===== src/rtl/stall_ctrl.sv =====
// Hazard-detection and stall control for a five-stage MIPS-style pipeline.
// Detects load-use, branch-operand and HI/LO hazards, tracks the busy window
// of a multi-cycle multiply/divide unit, and counts stalled cycles.
module stall_ctrl #(
    parameter logic [3:0] MULT_LAT = 4'd5,   // mult/multu busy cycles, 1..15
    parameter logic [3:0] DIV_LAT  = 4'd10   // div/divu busy cycles, 1..15
) (
    input  logic        Clk,
    input  logic        Reset,
    input  logic [31:0] IR_D,
    input  logic [31:0] IR_E,
    input  logic [31:0] IR_M,
    output logic        PC_En,
    output logic        IF_ID_En,
    output logic        IR_E_Clr,
    output logic        MD_Busy,
    output logic [15:0] Stall_Cnt
);

    localparam logic [5:0] OP_RTYPE = 6'b000000;
    localparam logic [5:0] OP_BEQ   = 6'b000100;
    localparam logic [5:0] OP_BNE   = 6'b000101;
    localparam logic [5:0] OP_ADDIU = 6'b001001;
    localparam logic [5:0] OP_ORI   = 6'b001101;
    localparam logic [5:0] OP_LUI   = 6'b001111;
    localparam logic [5:0] OP_LW    = 6'b100011;
    localparam logic [5:0] OP_SW    = 6'b101011;

    // mult/multu/div/divu occupy funct 0110xx; bit 1 set selects divide.
    function automatic logic is_md_op(input logic [31:0] ir);
        return (ir != 32'd0) && (ir[31:26] == OP_RTYPE) && (ir[5:2] == 4'b0110);
    endfunction

    // Field decode
    logic [5:0] op_d, op_e, op_m;
    logic [4:0] rs_d, rt_d, rt_e, rd_e, rt_m;
    logic [5:0] funct_d, funct_e;

    assign op_d    = IR_D[31:26];
    assign rs_d    = IR_D[25:21];
    assign rt_d    = IR_D[20:16];
    assign funct_d = IR_D[5:0];
    assign op_e    = IR_E[31:26];
    assign rt_e    = IR_E[20:16];
    assign rd_e    = IR_E[15:11];
    assign funct_e = IR_E[5:0];
    assign op_m    = IR_M[31:26];
    assign rt_m    = IR_M[20:16];

    // State and intermediate decisions
    logic [3:0]  busy_cnt_q, busy_cnt_d;
    logic [15:0] stall_cnt_q, stall_cnt_d;
    logic        md_start, md_busy, hilo_use;
    logic        load_use, branch_haz, hilo_haz, stall;
    logic        d_valid, d_uses_rt, d_is_branch;
    logic [4:0]  e_dest, m_dest;

    // Hazard decode, stall decision and next-state computation
    always_comb begin
        // NOTE: every variable gets a default first so no path leaves one unassigned (avoids latches).
        md_start    = 1'b0;
        md_busy     = 1'b0;
        hilo_use    = 1'b0;
        load_use    = 1'b0;
        branch_haz  = 1'b0;
        hilo_haz    = 1'b0;
        stall       = 1'b0;
        d_valid     = 1'b0;
        d_uses_rt   = 1'b0;
        d_is_branch = 1'b0;
        e_dest      = 5'd0;
        m_dest      = 5'd0;
        busy_cnt_d  = busy_cnt_q;
        stall_cnt_d = stall_cnt_q;

        // A nop (all-zero word) in any stage is treated as inert.
        d_valid     = (IR_D != 32'd0);
        d_is_branch = d_valid && ((op_d == OP_BEQ) || (op_d == OP_BNE));
        d_uses_rt   = d_valid && ((op_d == OP_RTYPE) || d_is_branch || (op_d == OP_SW));

        // Multiply/divide unit: starts from execute, busy until the counter drains.
        md_start = is_md_op(IR_E);
        md_busy  = md_start || (busy_cnt_q != 4'd0);
        hilo_use = d_valid && (((op_d == OP_RTYPE) && (funct_d[5:2] == 4'b0100)) || is_md_op(IR_D));
        hilo_haz = hilo_use && md_busy;

        // Load-use: decode reads the register a load in execute has not yet fetched.
        load_use = d_valid && (op_e == OP_LW) && (rt_e != 5'd0) &&
                   ((rs_d == rt_e) || (d_uses_rt && (rt_d == rt_e)));

        // Branches compare in decode, so any pending producer in E, or a load in M, blocks them.
        if (IR_E != 32'd0) begin
            unique case (op_e)
                OP_RTYPE:                        e_dest = rd_e;
                OP_ORI, OP_ADDIU, OP_LUI, OP_LW: e_dest = rt_e;
                default:                         e_dest = 5'd0;
            endcase
        end
        if ((IR_M != 32'd0) && (op_m == OP_LW)) begin
            m_dest = rt_m;
        end
        branch_haz = d_is_branch &&
                     (((rs_d != 5'd0) && ((rs_d == e_dest) || (rs_d == m_dest))) ||
                      ((rt_d != 5'd0) && ((rt_d == e_dest) || (rt_d == m_dest))));

        stall = load_use || branch_haz || hilo_haz;

        // Busy counter: a new start always reloads, so a restart replaces the old window.
        if (md_start) begin
            busy_cnt_d = funct_e[1] ? DIV_LAT : MULT_LAT;
        end else if (busy_cnt_q != 4'd0) begin
            busy_cnt_d = busy_cnt_q - 4'd1;
        end

        // Stall counter saturates instead of wrapping.
        if (stall && (stall_cnt_q != 16'hFFFF)) begin
            stall_cnt_d = stall_cnt_q + 16'd1;
        end
    end

    // State registers: busy counter and stall counter
    always_ff @(posedge Clk or negedge Reset) begin
        // NOTE: async reset clears state immediately, so an in-flight busy window is aborted mid-cycle.
        if (!Reset) begin
            busy_cnt_q  <= 4'd0;
            stall_cnt_q <= 16'd0;
        end else begin
            // NOTE: non-blocking assignments so every flop samples the pre-edge values.
            busy_cnt_q  <= busy_cnt_d;
            stall_cnt_q <= stall_cnt_d;
        end
    end

    assign PC_En     = !stall;
    assign IF_ID_En  = !stall;
    assign IR_E_Clr  = stall;
    assign MD_Busy   = md_busy;
    assign Stall_Cnt = stall_cnt_q;

endmodule


===== config.mk =====
export PLATFORM = sky130hd
export DESIGN_NAME = stall_ctrl
export DESIGN_NICKNAME = d
export VERILOG_FILES = /design/src/rtl/stall_ctrl.sv
export SDC_FILE = /design/constraint.sdc
export NUM_CORES = 1
export LEC_CHECK = 0
export CAP_MARGIN = 25
export CORE_ASPECT_RATIO = 0.75
export CORE_MARGIN = 4
export CORE_UTILIZATION = 33
export DETAILED_ROUTE_END_ITERATION = 8
export GPL_TIMING_DRIVEN = 0
export PLACE_DENSITY_LB_ADDON = 0.05
export SETUP_SLACK_MARGIN = 0.02
export SLEW_MARGIN = 10
export SYNTH_ARGS = -nofsm -noshare
export SYNTH_HDL_FRONTEND = slang
export SYNTH_SLANG_ARGS = --single-unit
export TNS_END_PERCENT = 10

===== constraint.sdc =====
create_clock -name Clk -period 2.6 [get_ports Clk]
set_clock_uncertainty 0.1 [all_clocks]
set_input_delay 0.52 -clock Clk [delete_from_list [all_inputs] [get_ports Clk]]
set_output_delay 0.52 -clock Clk [all_outputs]
set_load 0.01 [all_outputs]

==> results.yml, run 1 <==
run_status:
  violations: "setup timing"
  status: "finished, violations left"
worst_setup_path:
  slowest_delay_ns: 0.30
  ff2ff_setup_slack_ns: -0.03
  critPathTopFamily: "compound AO/OA/AOI/OAI gates"
  worstRegToRegCells: 9
  end_kind: "primary output"
  cp_common_cell: "buf_6"
  required_ns: 1.98
  setup.worst_path.class: "in2out"
  critPathArrivalTime_ns: 2.43
  slowest_stage: "a311oi_2"
  startpoint_type: "primary input"
  crit-reg2reg-launch: "Stall_Cnt[2]"
  path_max_fanout: 7
  crit_chain: "buf_8 > and2b_1 > o32ai_4 > buf_6 > a311oi_2 > o221ai_2 > nor4_2 > buf_4 > o21ai_2 > and2_4 > buf_6 > buf_6"
  cp_num_buf_inv: 5
  timing.rr.end: "Stall_Cnt[4]"
clock_tree:
  cts.clk_slew.worst_paths_ns: 0.08
  cts_root_buffer: "clkbuf_8"
  clockBufferDepth: 2
  cts_max_level: 1
  cts_buffers: 3
  worst_skew_pair.late_latency_ns: 0.26
  cts_num_sinks: 20
  ctsHoldBuffers: 0
  tritoncts: "built"
timing:
  timing.final.crit_share_pct: 117
  worst_slew_pin_slew_ns: 0.680
  hold_slack_ns: 0.365
  fin_crit_ns: 3.05
  fin_tns_setup_ns: -5.67
  max_clock_freq_mhz: 328
  rsz0062_at_grt: "yes"
  worst_slack_ns: -0.446
  hold_viol_final: 0
  setup_viol: 19
  slew_headroom_pct: 54.6
  drv_slew: 0
final_layout:
  num_antenna_cells: 0
  n_fill_cell: 490
  drive_gt1_share_pct: 27.0
  seq_area_um2: 500
  final_area_um2: 3000
  syn_to_final_growth_pct: 65.2
  fin_nets: 406
  final_core_util_pct: 56.3
  multi_input_area_um2: 1430
route:
  vias: 1955
  ant_nets: 0
  detail_route.wl_per_cell_um: 14.8
  drt-vias-per-instance: 5.16
  dr.pass1.iters: 4
  first_iter_violations: 65
  drc: 0
  wl_mm: 5.62
hold_path:
  hold_class: "in2async"
placed_design:
  gp_congestion: 0.837
  io_buffer_count: 68
  place.detailed.hpwl_mm: 4.14
  placed_area_um2: 2630
synth:
  synth-edff-count: 0
  synthCells: 211
  synthTopCellsByArea: "dfrtp_1, xnor2_1, xor2_1"
  ys_top_cells_by_count: "xnor2_1, dfrtp_1, nand2_1, nor2_1, xor2_1"
  synth_ff_type: "dfrtp_1"
  yosysMostFrequentCell: "xnor2_1"
  avgSynthCellArea_um2: 8.59
  synth_nets: 312
  yosysSeqAreaShare_pct: 27.6
  ys_types: 54
  async_flop_share_pct: 100
  ys_ff_latch: 20
  synth_warnings: 0
  yosysTopAreaCell: "dfrtp_1"
  yosys.area.top_type_share_pct: 27.6
  syn_area_um2: 1810
grt:
  grt_start_max_net_pins: 21
  first_global_vias: 1881
  gr-total-overflow: 0
  grt_usage_pct: 16.7
  antenna_found_initial: 0
  grt_pass1_wl_mm: 9.18
pwr:
  leakagePower_nw: 1.22
  vdd_drop_max_mv: 0.178
  power.density_nw_per_um2: 349
floorplanning:
  io_pins: 118
  rows: 23
  core-area_um2: 5320
  die_h_um: 72.2
  die_x_um: 93.6
  die_area_um2: 6760
  initial_utilization_pct: 34.1
flow_run:
  drv_cap: 0
[where the power goes]
group	switching (mW)	internal, mW
Combinational	0.197	0.222
Sequential	0.0363	0.353
Clock	0.104	0.135
[state kept, by name, indices dropped and copies added (netlist names)]
signal,count
Stall_Cnt,16
busy_cnt_q,4
[layout by cell type (no fill, tap or decap), drive strengths merged, types with 3 or more instances in the layout]
cell type	count
a22oi	3
dfrtp	20
o21ai	6
ha	3
xor2	14
nand2	20
nand3	10
nor3	7
and3	5
clkbuf	9
nor4	4
xnor2	23
nand2b	5
a32o	3
a31oi	5
clkdlybuf4s50	41
clkdlybuf4s15	5
dlygate4sd2	14
nor2	16
and2	5
or4	3
inv	10
o32ai	4
buf	31
nand4	7
[metrics by stage]
step / setup WS [ns] / power, mW / std cells
3_3_place_gp: -1.43 / 0.780 / 354
5_1_grt: -0.549 / 1.12 / 379
4_1_cts: -0.427 / 1.05 / 378
3_5_place_dp: -1.44 / 0.788 / 354
6_report: -0.446 / 1.05 / 379
2_1_floorplan: -0.103 / 0.606 / 211
[logic make-up after synthesis]
kind of cell	after synthesis	synth area share, %
AND/OR/NAND/NOR	93	29.1
XOR/XNOR	37	17.9
adder cells (fa/ha/maj)	3	2.07
flip-flops	20	27.6
buffers and inverters	17	3.80
AO/OA/AOI/OAI	39	18.4
multiplexers	2	1.17
[worst max path at each step]
stage	to	slack [ns]	start	depth (start not counted)
finish	PC_En	-0.45	IR_E[28]	12
global route	PC_En	-0.55	IR_E[26]	12
CTS	PC_En	-0.43	IR_E[28]	12
detailed placement	PC_En	-1.44	IR_E[27]	10
global placement	PC_En	-1.43	IR_E[31]	10
floorplan	PC_En	-0.10	IR_E[31]	8
[layout make-up]
type | instances | area share (%)
inverters | 10 | 1.25
flip-flops and latches | 20 | 16.7
well taps | 75 | 3.13
plain buffers | 7 | 1.38
repair buffers | 89 | 28.0
clock buffers | 4 | 1.84
multi-input cells | 174 | 47.7
[worst register-to-register path, cell delays in order, from the launching register on]
cell       delay [ns]
dfrtp_1          0.46
nand4_2          0.20
nor2_1           0.22
nand3_1          0.13
or4_4            0.53
and3_4           0.23
o2bb2ai_4        0.15
a21oi_4          0.28
nor2_1           0.10
xor2_1           0.15
[routing by layer]
metal  track usage [%]  up-vias  routed length [um]
met3              3.32        6                 405
met2              25.4       78                2360
met1              24.8      912                2790
li1                  -      959                   -
met4              2.88        0                  53
met5                 0        -                   0
[timing repair]
item	in CTS	in global routing
resized for setup	104	3
setup endpoints to repair	20	19
buffers inserted	23	0
pin swaps	31	0
No activity file was read; power rests on OpenSTA's default activity.
==> run 2, diff against run 1 <==
--- a/config.mk
+++ b/config.mk
@@ -5,13 +5,13 @@
 export SDC_FILE = /design/constraint.sdc
 export NUM_CORES = 1
 export LEC_CHECK = 0
-export CAP_MARGIN = 25
 export CORE_ASPECT_RATIO = 0.75
 export CORE_MARGIN = 4
 export CORE_UTILIZATION = 33
+export CTS_CLUSTER_SIZE = 24
 export DETAILED_ROUTE_END_ITERATION = 8
 export GPL_TIMING_DRIVEN = 0
-export PLACE_DENSITY_LB_ADDON = 0.05
+export PLACE_DENSITY = 0.85
 export SETUP_SLACK_MARGIN = 0.02
 export SLEW_MARGIN = 10
 export SYNTH_ARGS = -nofsm -noshare
==> run 2 against run 1 <==
The run still ends with setup timing left. Sequential share of layout area decreased by 0.19 points. Final cell count down 1.1%. Global-route usage is 0.17 points lower. Sequential cell count is the same. Largest cell class unchanged. Sequential power increased by 1%. Via count increased by 0.51%. Register-to-register slack improved by 0.18 ns. Total power grew 7.5%. Combinational power barely moved.
==> results.yml, run 2 (synthesized netlist as in run 1, its figures left out) <==
worst_setup_path:
  critPathArrivalTime_ns: 2.42
  crit_chain: "dlygate4sd2_1 > nor2b_1 > clkbuf_8 > and2_1 > a22oi_2 > a221o_1 > o211ai_4 > o21ai_2 > and2_4 > buf_6 > buf_6"
  setup.worst_path.class: "in2out"
  end_kind: "primary output"
  cp_common_cell: "buf_6"
  timing.rr.end: "Stall_Cnt[6]"
  required_ns: 1.98
  startpoint_type: "primary input"
  ff2ff_setup_slack_ns: 0.15
  path_max_fanout: 8
  crit-reg2reg-launch: "Stall_Cnt[4]"
  slowest_stage: "a221o_1"
  critPathTopFamily: "compound AO/OA/AOI/OAI gates"
  slowest_delay_ns: 0.36
  worstRegToRegCells: 9
  cp_num_buf_inv: 4
floorplanning:
  rows: 23
  initial_utilization_pct: 34.1
  die_area_um2: 6760
  core-area_um2: 5320
  die_h_um: 72.2
  die_x_um: 93.6
  io_pins: 118
pwr:
  leakagePower_nw: 1.22
  vdd_drop_max_mv: 0.237
  power.total_mw: 1.13
  power.density_nw_per_um2: 370
grt:
  grt_pass1_wl_mm: 9.09
  grt_start_max_net_pins: 21
  grt_usage_pct: 16.5
  first_global_vias: 1974
  gr-total-overflow: 0
  antenna_found_initial: 0
clock_tree:
  tritoncts: "built"
  clockBufferDepth: 2
  cts.clk_slew.worst_paths_ns: 0.07
  cts_root_buffer: "clkbuf_8"
  cts_max_level: 1
  cts_buffers: 3
  cts_num_sinks: 20
  worst_skew_pair.late_latency_ns: 0.27
route:
  vias: 1965
  ant_nets: 0
  detail_route.wl_per_cell_um: 15.2
  first_iter_violations: 102
  dr.pass1.iters: 4
  wl_mm: 5.69
  drc: 0
  drt-vias-per-instance: 5.24
timing:
  worst_slew_pin_slew_ns: 0.866
  max_clock_freq_mhz: 329
  worst_slack_ns: -0.442
  fin_crit_ns: 3.04
  rsz0062_at_grt: "yes"
  hold_viol_final: 0
  slew_headroom_pct: 42.1
  fin_tns_setup_ns: -2.00
  drv_slew: 0
  timing.final.crit_share_pct: 117
  setup_viol: 6
hold_path:
  hp-start: "Stall_Cnt[15]"
  hold_depth: 1
  hold_class: "reg2reg"
  holdPathEnd: "Stall_Cnt[15]"
placed_design:
  io_buffer_count: 68
  gp_congestion: 0.891
  place_ws_ns: -1.45
  placed_area_um2: 2630
  place.detailed.hpwl_mm: 4.28
run_status:
  violations: "setup timing"
  status: "finished, violations left"
final_layout:
  final_core_util_pct: 57.2
  final_cell_mix: "clkdlybuf4s50_1, xnor2_1, dfrtp_1, nand2_1, buf_4"
  largest_reg_flops: 16
  syn_to_final_growth_pct: 68.0
  num_antenna_cells: 0
  drive_gt1_share_pct: 30.0
  fin_nets: 402
  final_common_cell: "clkdlybuf4s50_1"
  final_area_um2: 3050
flow_run:
  drv_cap: 0
==> run 2: power breakdown <==
group	total [mW]	internal [mW]	switching (mW)
Clock	0.312	0.206	0.106
Combinational	0.420	0.221	0.198
Sequential	0.394	0.353	0.0405
Total	1.13	0.780	0.345
==> run 2: worst max-delay path by stage <==
stage               startpoint       end  slack, ns  cells after the start
floorplan             IR_E[31]     PC_En      -0.10                      8
global placement      IR_E[31]     PC_En      -1.41                     10
detailed placement    IR_E[31]  IR_E_Clr      -1.45                     10
CTS                   IR_M[31]     PC_En      -0.43                     11
global route          IR_M[19]     PC_En      -0.55                     10
finish                IR_E[26]     PC_En      -0.44                     11
==> run 2: area by class of cell <==
class	count	area [um2]
clock buffers	3	41.3
clock inverters	1	30.0
flip-flops and latches	20	503
repair buffers	85	776
fillers	460	2280
well taps	75	93.8
inverters	10	37.5
plain buffers	7	53.8
multi-input cells	174	1510
==> run 2: repair_timing <==
action / CTS / global route
gates resized for setup: 81 / 51
setup buffers: 16 / 6
hold buffers: 0 / 0
endpoints found under the setup margin: 20 / 20
pin swaps: 22 / 14
==> run 2: metal layers <==
metal,GRT usage (%),vias up,wire [um]
li1,-,957,-
met1,21.6,938,2380
met2,28.9,61,2880
met3,3.11,9,362
met4,2.88,0,59
met5,0,-,0
==> run 2: metrics by stage <==
stage | cells | hold slack (ns)
final | 375 | 0.399
after global routing | 375 | 0.411
after CTS | 374 | 0.402
after detailed placement | 354 | 0.388
after global placement | 354 | 0.381
after floorplan | 211 | 0.124
